==> src/rtl/cms_pkg.sv <==
`default_nettype none
// ============================================================================
// cms_pkg -- state encoding, tag layout and width helpers for complex_mse_stream
// Rev 1.0
// ============================================================================
package cms_pkg;

  typedef enum logic [1:0] {
    ST_IDLE = 2'd0,
    ST_RUN  = 2'd1,
    ST_DONE = 2'd2
  } cms_state_e;

  localparam int LOG2_W = 3;

  // Travels alongside each sample so the accumulate stage knows block framing
  // and the shift amount, even when the next block has already latched a new N.
  typedef struct packed {
    logic              first;
    logic              last;
    logic [LOG2_W-1:0] n;
  } cms_tag_t;

  localparam int TAG_W = $bits(cms_tag_t);

  function automatic int diff_w(input int data_w);
    return data_w + 1;
  endfunction

  function automatic int sq_w(input int data_w);
    return 2 * data_w + 1;
  endfunction

  function automatic int acc_w(input int data_w, input int max_log2);
    return sq_w(data_w) + max_log2;
  endfunction

  function automatic int cnt_w(input int max_log2);
    return max_log2 + 1;
  endfunction

endpackage
`default_nettype wire

==> src/rtl/cms_sq_mag.sv <==
`default_nettype none
// ============================================================================
// cms_sq_mag -- 2-stage |y - y_hat|^2 with valid/tag passthrough
// Rev 1.0
// ============================================================================
module cms_sq_mag
  import cms_pkg::*;
#(
  parameter int DATA_W = 16,
  parameter int TAG_W_P = 5
) (
  input  logic                  i_clk,
  input  logic                  i_arst,
  input  logic                  i_flush,
  input  logic                  i_valid,
  input  logic [TAG_W_P-1:0]    i_tag,
  input  logic [2*DATA_W-1:0]   i_y,
  input  logic [2*DATA_W-1:0]   i_y_hat,
  output logic                  o_valid,
  output logic [TAG_W_P-1:0]    o_tag,
  output logic [2*DATA_W:0]     o_sq
);

  localparam int DIFF_W = diff_w(DATA_W);
  localparam int SQ_W   = sq_w(DATA_W);

  logic signed [DIFF_W-1:0] d_re_d, d_im_d, d_re_q, d_im_q;
  logic signed [SQ_W-1:0]   re_x, im_x;
  logic        [SQ_W-1:0]   sq_d, sq_q;
  logic                     v1_q, v2_q;
  logic [TAG_W_P-1:0]       tag1_q, tag2_q;

  always_comb begin
    d_re_d = DIFF_W'($signed(i_y[2*DATA_W-1:DATA_W])) - DIFF_W'($signed(i_y_hat[2*DATA_W-1:DATA_W]));
    d_im_d = DIFF_W'($signed(i_y[DATA_W-1:0]))        - DIFF_W'($signed(i_y_hat[DATA_W-1:0]));
  end

  // The true sum of squares fits SQ_W unsigned, so wrapping SQ_W arithmetic is exact.
  always_comb begin
    re_x = SQ_W'(d_re_q);
    im_x = SQ_W'(d_im_q);
    sq_d = SQ_W'(re_x * re_x + im_x * im_x);
  end

  always_ff @(posedge i_clk or posedge i_arst) begin
    if (i_arst) begin
      d_re_q <= '0;
      d_im_q <= '0;
      sq_q   <= '0;
      v1_q   <= 1'b0;
      v2_q   <= 1'b0;
      tag1_q <= '0;
      tag2_q <= '0;
    end else begin
      v1_q   <= i_valid & ~i_flush;
      v2_q   <= v1_q & ~i_flush;
      tag1_q <= i_flush ? '0 : i_tag;
      tag2_q <= i_flush ? '0 : tag1_q;
      if (i_valid) begin
        d_re_q <= d_re_d;
        d_im_q <= d_im_d;
      end
      if (v1_q) begin
        sq_q <= sq_d;
      end
    end
  end

  assign o_valid = v2_q;
  assign o_tag   = tag2_q;
  assign o_sq    = sq_q;

endmodule
`default_nettype wire

==> src/rtl/complex_mse_stream.sv <==
`default_nettype none
// ============================================================================
// complex_mse_stream -- streaming block mean of |y - y_hat|^2 over 2^N samples
// Rev 1.0
// ============================================================================
module complex_mse_stream
  import cms_pkg::*;
#(
  parameter int DATA_W   = 16,
  parameter int MAX_LOG2 = 7,
  parameter int ROUND    = 0
) (
  input  logic                  i_clk,
  input  logic                  i_arst,
  input  logic                  i_en,
  input  logic                  i_mode,
  input  logic [2:0]            i_log2_samples,
  input  logic                  i_valid,
  output logic                  o_ready,
  input  logic [2*DATA_W-1:0]   i_y,
  input  logic [2*DATA_W-1:0]   i_y_hat,
  output logic                  o_valid,
  output logic [2*DATA_W:0]     o_data
);

  localparam int SQ_W  = sq_w(DATA_W);
  localparam int ACC_W = acc_w(DATA_W, MAX_LOG2);
  localparam int CNT_W = cnt_w(MAX_LOG2);

  cms_state_e         state_q, state_d;
  logic [CNT_W-1:0]   cnt_q, cnt_d, blk_max;
  logic [LOG2_W-1:0]  n_q, n_d, n_clamped, n_blk;
  logic [ACC_W-1:0]   acc_q, acc_d, acc_sum;
  logic [ACC_W:0]     bias;
  logic [SQ_W-1:0]    o_data_q, o_data_d, mean;
  logic               o_valid_q, o_valid_d;
  logic               accept, first, last;
  cms_tag_t           tag_in, tag_s3;
  logic [TAG_W-1:0]   tag_s3_raw;
  logic               sq_valid;
  logic [SQ_W-1:0]    sq;

  // N is taken live on the first sample of a block, held thereafter.
  always_comb begin
    n_clamped = (i_log2_samples > LOG2_W'(MAX_LOG2)) ? LOG2_W'(MAX_LOG2) : i_log2_samples;
    first     = (cnt_q == '0);
    n_blk     = first ? n_clamped : n_q;
    blk_max   = (CNT_W'(1) << n_blk) - CNT_W'(1);
    last      = (cnt_q == blk_max);
    o_ready   = (state_q == ST_RUN);
    accept    = i_en & i_valid & o_ready;
  end

  always_comb begin
    state_d = state_q;
    cnt_d   = cnt_q;
    n_d     = n_q;
    case (state_q)
      ST_IDLE: begin
        if (i_en) state_d = ST_RUN;
      end
      ST_RUN: begin
        if (accept) begin
          n_d = n_blk;
          if (last) begin
            cnt_d = '0;
            if (!i_mode) state_d = ST_DONE;
          end else begin
            cnt_d = cnt_q + CNT_W'(1);
          end
        end
      end
      ST_DONE: ;
      default: state_d = ST_IDLE;
    endcase
    if (!i_en) begin
      state_d = ST_IDLE;
      cnt_d   = '0;
    end
  end

  assign tag_in = '{first: first, last: last, n: n_blk};

  cms_sq_mag #(
    .DATA_W  (DATA_W),
    .TAG_W_P (TAG_W)
  ) u_sq_mag (
    .i_clk   (i_clk),
    .i_arst  (i_arst),
    .i_flush (~i_en),
    .i_valid (accept),
    .i_tag   (tag_in),
    .i_y     (i_y),
    .i_y_hat (i_y_hat),
    .o_valid (sq_valid),
    .o_tag   (tag_s3_raw),
    .o_sq    (sq)
  );

  assign tag_s3 = cms_tag_t'(tag_s3_raw);

  generate
    if (ROUND != 0) begin : g_round
      assign bias = ({{ACC_W{1'b0}}, 1'b1} << tag_s3.n) >> 1;
    end else begin : g_trunc
      assign bias = '0;
    end
  endgenerate

  always_comb begin
    acc_sum   = tag_s3.first ? ACC_W'(sq) : acc_q + ACC_W'(sq);
    mean      = SQ_W'(({1'b0, acc_sum} + bias) >> tag_s3.n);
    acc_d     = acc_q;
    o_valid_d = 1'b0;
    o_data_d  = o_data_q;
    if (sq_valid) begin
      acc_d = acc_sum;
      if (tag_s3.last) begin
        o_valid_d = 1'b1;
        o_data_d  = mean;
      end
    end
    if (!i_en) begin
      acc_d     = '0;
      o_valid_d = 1'b0;
      o_data_d  = o_data_q;
    end
  end

  always_ff @(posedge i_clk or posedge i_arst) begin
    if (i_arst) begin
      state_q   <= ST_IDLE;
      cnt_q     <= '0;
      n_q       <= '0;
      acc_q     <= '0;
      o_valid_q <= 1'b0;
      o_data_q  <= '0;
    end else begin
      state_q   <= state_d;
      cnt_q     <= cnt_d;
      n_q       <= n_d;
      acc_q     <= acc_d;
      o_valid_q <= o_valid_d;
      o_data_q  <= o_data_d;
    end
  end

  assign o_valid = o_valid_q;
  assign o_data  = o_data_q;

endmodule
`default_nettype wire

==> config.mk <==
export PLATFORM = sky130hd
export DESIGN_NAME = complex_mse_stream
export DESIGN_NICKNAME = d
export VERILOG_FILES = /design/src/rtl/cms_pkg.sv /design/src/rtl/cms_sq_mag.sv /design/src/rtl/complex_mse_stream.sv
export SDC_FILE = /design/constraint.sdc
export NUM_CORES = 2
export LEC_CHECK = 0
export ABC_CLOCK_PERIOD_IN_PS = 17800
export CORE_UTILIZATION = 45
export DETAILED_ROUTE_END_ITERATION = 12
export PLACE_DENSITY = 0.63
export SKIP_CTS_REPAIR_TIMING = 1
export SLEW_MARGIN = 25
export SYNTH_ARGS = -nofsm -noshare
export SYNTH_HDL_FRONTEND = slang
export SYNTH_SLANG_ARGS = --single-unit
export TNS_END_PERCENT = 5
==> constraint.sdc <==
create_clock -name i_clk -period 17.8 [get_ports i_clk]
set_clock_uncertainty 0.1 [all_clocks]
set_input_delay 2.67 -clock i_clk [delete_from_list [all_inputs] [get_ports i_clk]]
set_output_delay 2.67 -clock i_clk [all_outputs]
set_load 0.03 [all_outputs]
# After elaboration in Yosys (flattened, before gate mapping)
# Cells that the tools add are included.
word_totals:
  ff_bits: 166
  latchBits: 0
  ramBits: 0
  romBits: 0
  input_bits: 72
  output_inout_bits: 35
  word_cells: 63
  mem_count: 0
op_classes:
  n_addsub: 6
  multipliers: 2
  n_div: 0
  n_lt_le_gt_ge: 1
  n_eq_ne: 10
  shifts: 2
  mux: 19
  bitwise_logic: 4
  reduce_logical: 6
op_table:
  columns: ["op", "n"]
  rows:
  - ["$mux W40", 3]
  - ["$mul A17 B17 Y33", 2]
  - ["$add A40 B33 Y40", 1]
  - ["$shr A40 B3 Y33", 1]
  - ["$sub A16 B16 Y17", 2]
  - ["$add A33 B33 Y33", 1]
  - ["$mux W8", 4]
  - ["$mux W5", 2]
  - ["$add A8 B1 Y8 const B", 1]
  - ["$eq A8 B8 Y1", 1]
  - ["$logic_not A8 Y1", 1]
  - ["$mux W2", 4]
  - ["$shl A1 B3 Y8 const A", 1]
  - ["$sub A8 B2 Y8 const B", 1]
  - ["$mux W3", 2]
  - ["$ne A2 B1 Y1 const B", 3]
  - ["$ne A3 B2 Y1 const B", 2]
  - ["$pmux W2 S3", 1]
  - ["$and A1 B1 Y1", 4]
  - ["$reduce_and A2 Y1", 2]
  - ["$reduce_and A4 Y1", 1]
  - ["$gt A3 B3 Y1 const B", 1]
  - ["$mux W1", 3]
  - ["$ne A3 B3 Y1 const B", 1]
  - ["other kinds (5)", 5]

# Logic depth before layout (Yosys ltp)
depth:
  ltp_word: 10
  ltp_mapped: 31
  depth_no_buf: 29

# Cells and area by module
# Synthesis repeated with hierarchy kept, for this count alone.
hier_totals:
  cells_unflattened: 3398
  area_unflattened_um2: 31546.5
by_module_without_submodules:
  columns: ["module", "n_inst", "cells_each", "area_each_um2", "seq_area_each_um2"]
  rows:
  - ["cms_sq_mag", 1, 2458, 23762.8, 1976.9]
  - ["complex_mse_stream", 1, 940, 7783.7, 2177.1]

# Worst setup path after synthesis
# No wires, ideal clock.
synth_path:
  path_type: "reg-to-reg"
  from: "register u_sq_mag.d_im_q[16]"
  to: "register u_sq_mag.sq_q[30], in the netlist u_sq_mag.o_sq[30]"
  setup_ns: 0.125
  arrival_time_ns: 7.798
  required_time_ns: 17.575
  setup_slack_ns: 9.777
  path_stages_with_launch: 28
  path_buffers: 2
  synth_period_minus_slack_ns: 8.023
  cell_sequence: "dfrtp_1 -> clkbuf_1 -> clkbuf_1 -> nand2_1 -> inv_1 -> fa_1 -> fa_1 -> inv_1 -> fa_1 -> inv_1 -> fa_1 -> fa_1 -> fa_1 -> fa_1 -> inv_1 -> fa_1 -> inv_1 -> ha_1 -> a21o_1 -> a21o_1 -> a21oi_1 -> o21ai_0 -> o21ai_0 -> a31o_2 -> a21oi_1 -> a21oi_1 -> xnor2_1 -> mux2_2"
synth_between:
  elab_chain_cells: 2
synth_lines:
  columns: ["item", "line", "rtl"]
  rows:
  - ["from (decl)", "cms_sq_mag.sv:27", "logic signed [DIFF_W-1:0] d_re_d, d_im_d, d_re_q, d_im_q;"]
  - ["from (signal assigned)", "cms_sq_mag.sv:61", "d_im_q <= d_im_d;"]
  - ["$mul A17 B17 Y33", "cms_sq_mag.sv:42", "sq_d = SQ_W'(re_x * re_x + im_x * im_x);"]
  - ["$add A33 B33 Y33", "cms_sq_mag.sv:42", null]
  - ["to (signal assigned)", "cms_sq_mag.sv:64", "sq_q <= sq_d;"]
  - ["to (decl)", "cms_sq_mag.sv:29", "logic [SQ_W-1:0] sq_d, sq_q;"]
# Every way passes these cells.
# A chain may end at the register's enable or synchronous reset.

# Worst setup path in the final report
layout_path:
  from: "register u_sq_mag.d_im_q[0]"
  to: "register u_sq_mag.sq_q[30], in the netlist u_sq_mag.o_sq[30]"
# The elaborated chain is that of the path after synthesis.

==> metrics.log <==
INFO  metric htree_num_levels = 4
INFO  metric hold_path_depth = 1
INFO  metric async_flop_share = between 90% and 100%
INFO  metric period_minus_slack = 8.53 ns
INFO  metric worst_hold_path_type = reg2reg
INFO  metric tritoncts_clock_tree = done
INFO  metric outcome = finished clean
INFO  metric final_tns_setup = 0 ns
INFO  metric post_synth_inst_count = 3366
INFO  metric avgRoutedWirePerCell = between 15 and 20 um
INFO  metric dr_total_vias = between 20000 and 25000
INFO  metric final_nets = approximately 4300
INFO  metric share_of_cells_above_drive_strength_1 = under 10%
INFO  metric endpoint_kind = register
INFO  metric critPathLaunch = u_sq_mag.d_im_q[0]
INFO  metric drt-total-wl = ~76000 um
INFO  metric number_of_antenna_violations_at_the_first_check_in_global_routing = 0
INFO  metric worst-slew-pin-transition = 0.912 ns
INFO  metric n_antenna_cell = 0
INFO  metric pin_count = approximately 110
INFO  metric yosysSeqAreaShare = 13.3%
INFO  metric first_iter_violations = roughly 1200
INFO  metric maxCapViolations = 0
INFO  metric globalplace.congestion = a little over 0.9
INFO  metric detail-route-antenna-nets = 0
INFO  metric ys_ff_latch = ~170
INFO  metric yosysUniqueCellTypes = a little under 90
INFO  metric netlist_area_before_placement = between 30000 and 40000 um^2
INFO  metric setup.worst_path.start_class = register
INFO  metric initial_utilization = between 40% and 50%
INFO  metric crit_fanout = 20
INFO  metric setup.worst_path.end = u_sq_mag.o_sq[30]
INFO  metric detail_route.first_pass.iterations = 5
INFO  metric finalMaxSlewViolations = 0
INFO  metric grt.total_usage = a little under a quarter
INFO  metric dp_cells = between 4000 and 5000
INFO  metric dpl.hpwl = between 60000 and 70000 um
INFO  metric critPathBufInv = 5
INFO  metric rr_startpoint = u_sq_mag.d_im_q[0]
INFO  metric crit_top_cell = fa_1
INFO  metric ff2ff_path_depth = 25
INFO  metric grt_max_degree = 90
INFO  metric critPathArrivalTime = between 8 and 9 ns
INFO  metric setup_repair_after_global_routing_missed_its_margin = false
INFO  metric slowest_stage = dfrtp_1
INFO  metric fin_util = approximately 49%
INFO  metric critical_path_depth = 25
INFO  metric synth_enable_flop_cells = 0
INFO  metric setup_viol = 0
INFO  metric synthFlopType = dfrtp_1
INFO  metric via_per_inst = roughly 5.2
INFO  metric critPathMaxStageDelay = between 0.7 and 0.8 ns
INFO  metric post-synth-top-area-fraction = between 30 and 40%
INFO  metric clock_insertion_delay_worst_skew = ~0.50 ns
INFO  metric achievable-frequency = around 120 MHz
INFO  metric synth_largest_area_cell = fa_1
INFO  metric syn_to_final_growth = 8.32%
INFO  metric clock-sinks = approximately 170
INFO  metric synthesis.yosys.warnings = 0
INFO  metric global_route_wire_length_before_repair = around 130000 um
INFO  metric core_area = approximately 70000 um^2
INFO  metric total_drc_errors_in_the_routed_layout = 0
INFO  metric die_width = between 200 and 300 um
INFO  metric clock-root-buffer = clkbuf_16
INFO  metric clock_transition_at_path_regs = ~0.090 ns
INFO  metric rows = between 90 and 100
INFO  metric die_height = 266 um
INFO  metric clk_path_buf_depth = 2
INFO  metric placed_cell_area = approximately 33000 um^2
INFO  metric worstReg2RegEnd = u_sq_mag.o_sq[30]
INFO  metric port_buffers = about 110
INFO  metric post-route-period-util = between 40% and 50%
INFO  metric final_hold_viol_count = 0
INFO  metric net_count_synth = 4244
INFO  metric die_area = between 70000 and 80000 um^2
INFO  metric timing.critical_path.max_delay_family = adder cells
INFO  metric slew_headroom = between 30% and 40%
INFO  metric numCtsBuffers = 17
INFO  metric ff2ff_setup_slack = about 9.3 ns
INFO  metric syn-mean-instance-area = between 9 and 10 um^2
INFO  metric worst_ep_required_time = about 18 ns
INFO  metric critPathKind = reg2reg
INFO  metric final_cells = around 4300
INFO  metric grt_pass1_vias = between 20000 and 25000
INFO  metric grt_overflow = 0
INFO  metric postLayoutCellArea = about 34000 um^2
INFO  metric synth.area.top_cells = fa_1, dfrtp_1, inv_1, ha_1, nand2_1
## sequential cells by signal, indices dropped and copies added, names as in the netlist
register and count:
acc_q 40, u_sq_mag.tag1_q 5, u_sq_mag.o_tag 5, u_sq_mag.d_im_q 17, o_data 33, u_sq_mag.v1_q 1
u_sq_mag.o_valid 1, state_q 2, n_q 3, cnt_q 8, u_sq_mag.d_re_q 17, u_sq_mag.o_sq 33
o_valid 1
## layout make-up
type                    instances  area (um^2)
fillers                      6568        34800
clock inverters                15          175
repair buffers                135         1280
well taps                     931         1160
inverters                     808         3040
flip-flops and latches        166         4160
clock buffers                  17          425
multi-input cells            2273        23600
## logic make-up after synthesis
family          synth area share (%)
fa+ha+maj                       46.4
flops                           13.3
mux                             3.76
buf+inv                         11.2
xor+xnor                        3.42
compound gates                  10.3
simple gates                    11.8
## metal layers
metal	vias up	part of all wire, %	global-route usage (%)
met4	0	2.0	5.84
met2	495	50	40.3
met5	-	0	0
met3	77	3.9	2.61
li1	10578	-	-
met1	11507	44	30.9
## worst register-to-register path: cells and delay by family (launching register included)
family	cells	cell delay (ns)
XOR/XNOR	1	0.08
multiplexers	1	0.26
AND/OR/NAND/NOR	1	0.26
buffers and inverters	5	0.91
adder cells (fa/ha/maj)	9	4.36
flip-flops	1	0.77
AO/OA/AOI/OAI	8	1.68
## Yosys cell counts, types with 11 or more instances
library cell / instances
inv_1: 803
fa_1: 588
nand2_1: 279
ha_1: 218
nor2_1: 176
dfrtp_1: 166
and2_1: 120
clkbuf_1: 107
o21ai_0: 99
a21oi_1: 96
xnor2_1: 77
mux2i_1: 53
a211oi_1: 51
xor2_1: 45
a21o_1: 39
nand3_1: 38
mux2_2: 36
nor2b_1: 36
nor3_1: 33
o31ai_1: 21
and3_1: 19
o211ai_1: 18
nand2b_1: 17
o21a_1: 15
a31oi_1: 13
o221ai_1: 11
## placed cells by master (no fill, tap or decap), types with 8 or more instances in the layout
cell,instances
nand2b_1,17
a21o_1,39
o31ai_1,21
or3_1,8
a211oi_1,51
xor2_1,45
and2_1,120
nand3_1,37
nor3_1,33
nand4_1,8
buf_4,28
mux2_2,36
o21ai_0,99
or2_2,10
nand2_1,279
and3_1,19
clkbuf_16,17
mux4_2,10
o211ai_1,18
clkdlybuf4s50_1,106
o22ai_1,8
o21a_1,15
a21boi_0,9
o221ai_1,11
inv_1,802
xnor2_1,77
a31oi_1,13
ha_1,218
nor2_1,176
nor2b_1,36
dfrtp_1,163
mux2i_1,53
a21oi_1,96
fa_1,588
## worst min-delay path by stage
stage | to | slack, ns | from
floorplan | state_q[0] | 0.33 | state_q[1]
global placement | u_sq_mag.o_tag[1] | 0.34 | u_sq_mag.tag1_q[1]
detailed placement | u_sq_mag.o_tag[0] | 0.34 | u_sq_mag.tag1_q[0]
CTS | u_sq_mag.o_tag[0] | 0.36 | u_sq_mag.tag1_q[0]
global route | u_sq_mag.o_tag[3] | 0.38 | u_sq_mag.tag1_q[3]
finish | u_sq_mag.o_tag[0] | 0.36 | u_sq_mag.tag1_q[0]
## metrics by stage
step           setup WS (ns)  hold slack (ns)
2_1_floorplan           9.78            0.333
3_3_place_gp            9.41            0.336
3_5_place_dp            9.33            0.342
4_1_cts                 9.29            0.361
5_1_grt                 8.77            0.379
6_report                9.27            0.358
Power is left out: the tool's default activity adds up to more than one toggle a clock period on the data nets, which glitch-free logic cannot reach.
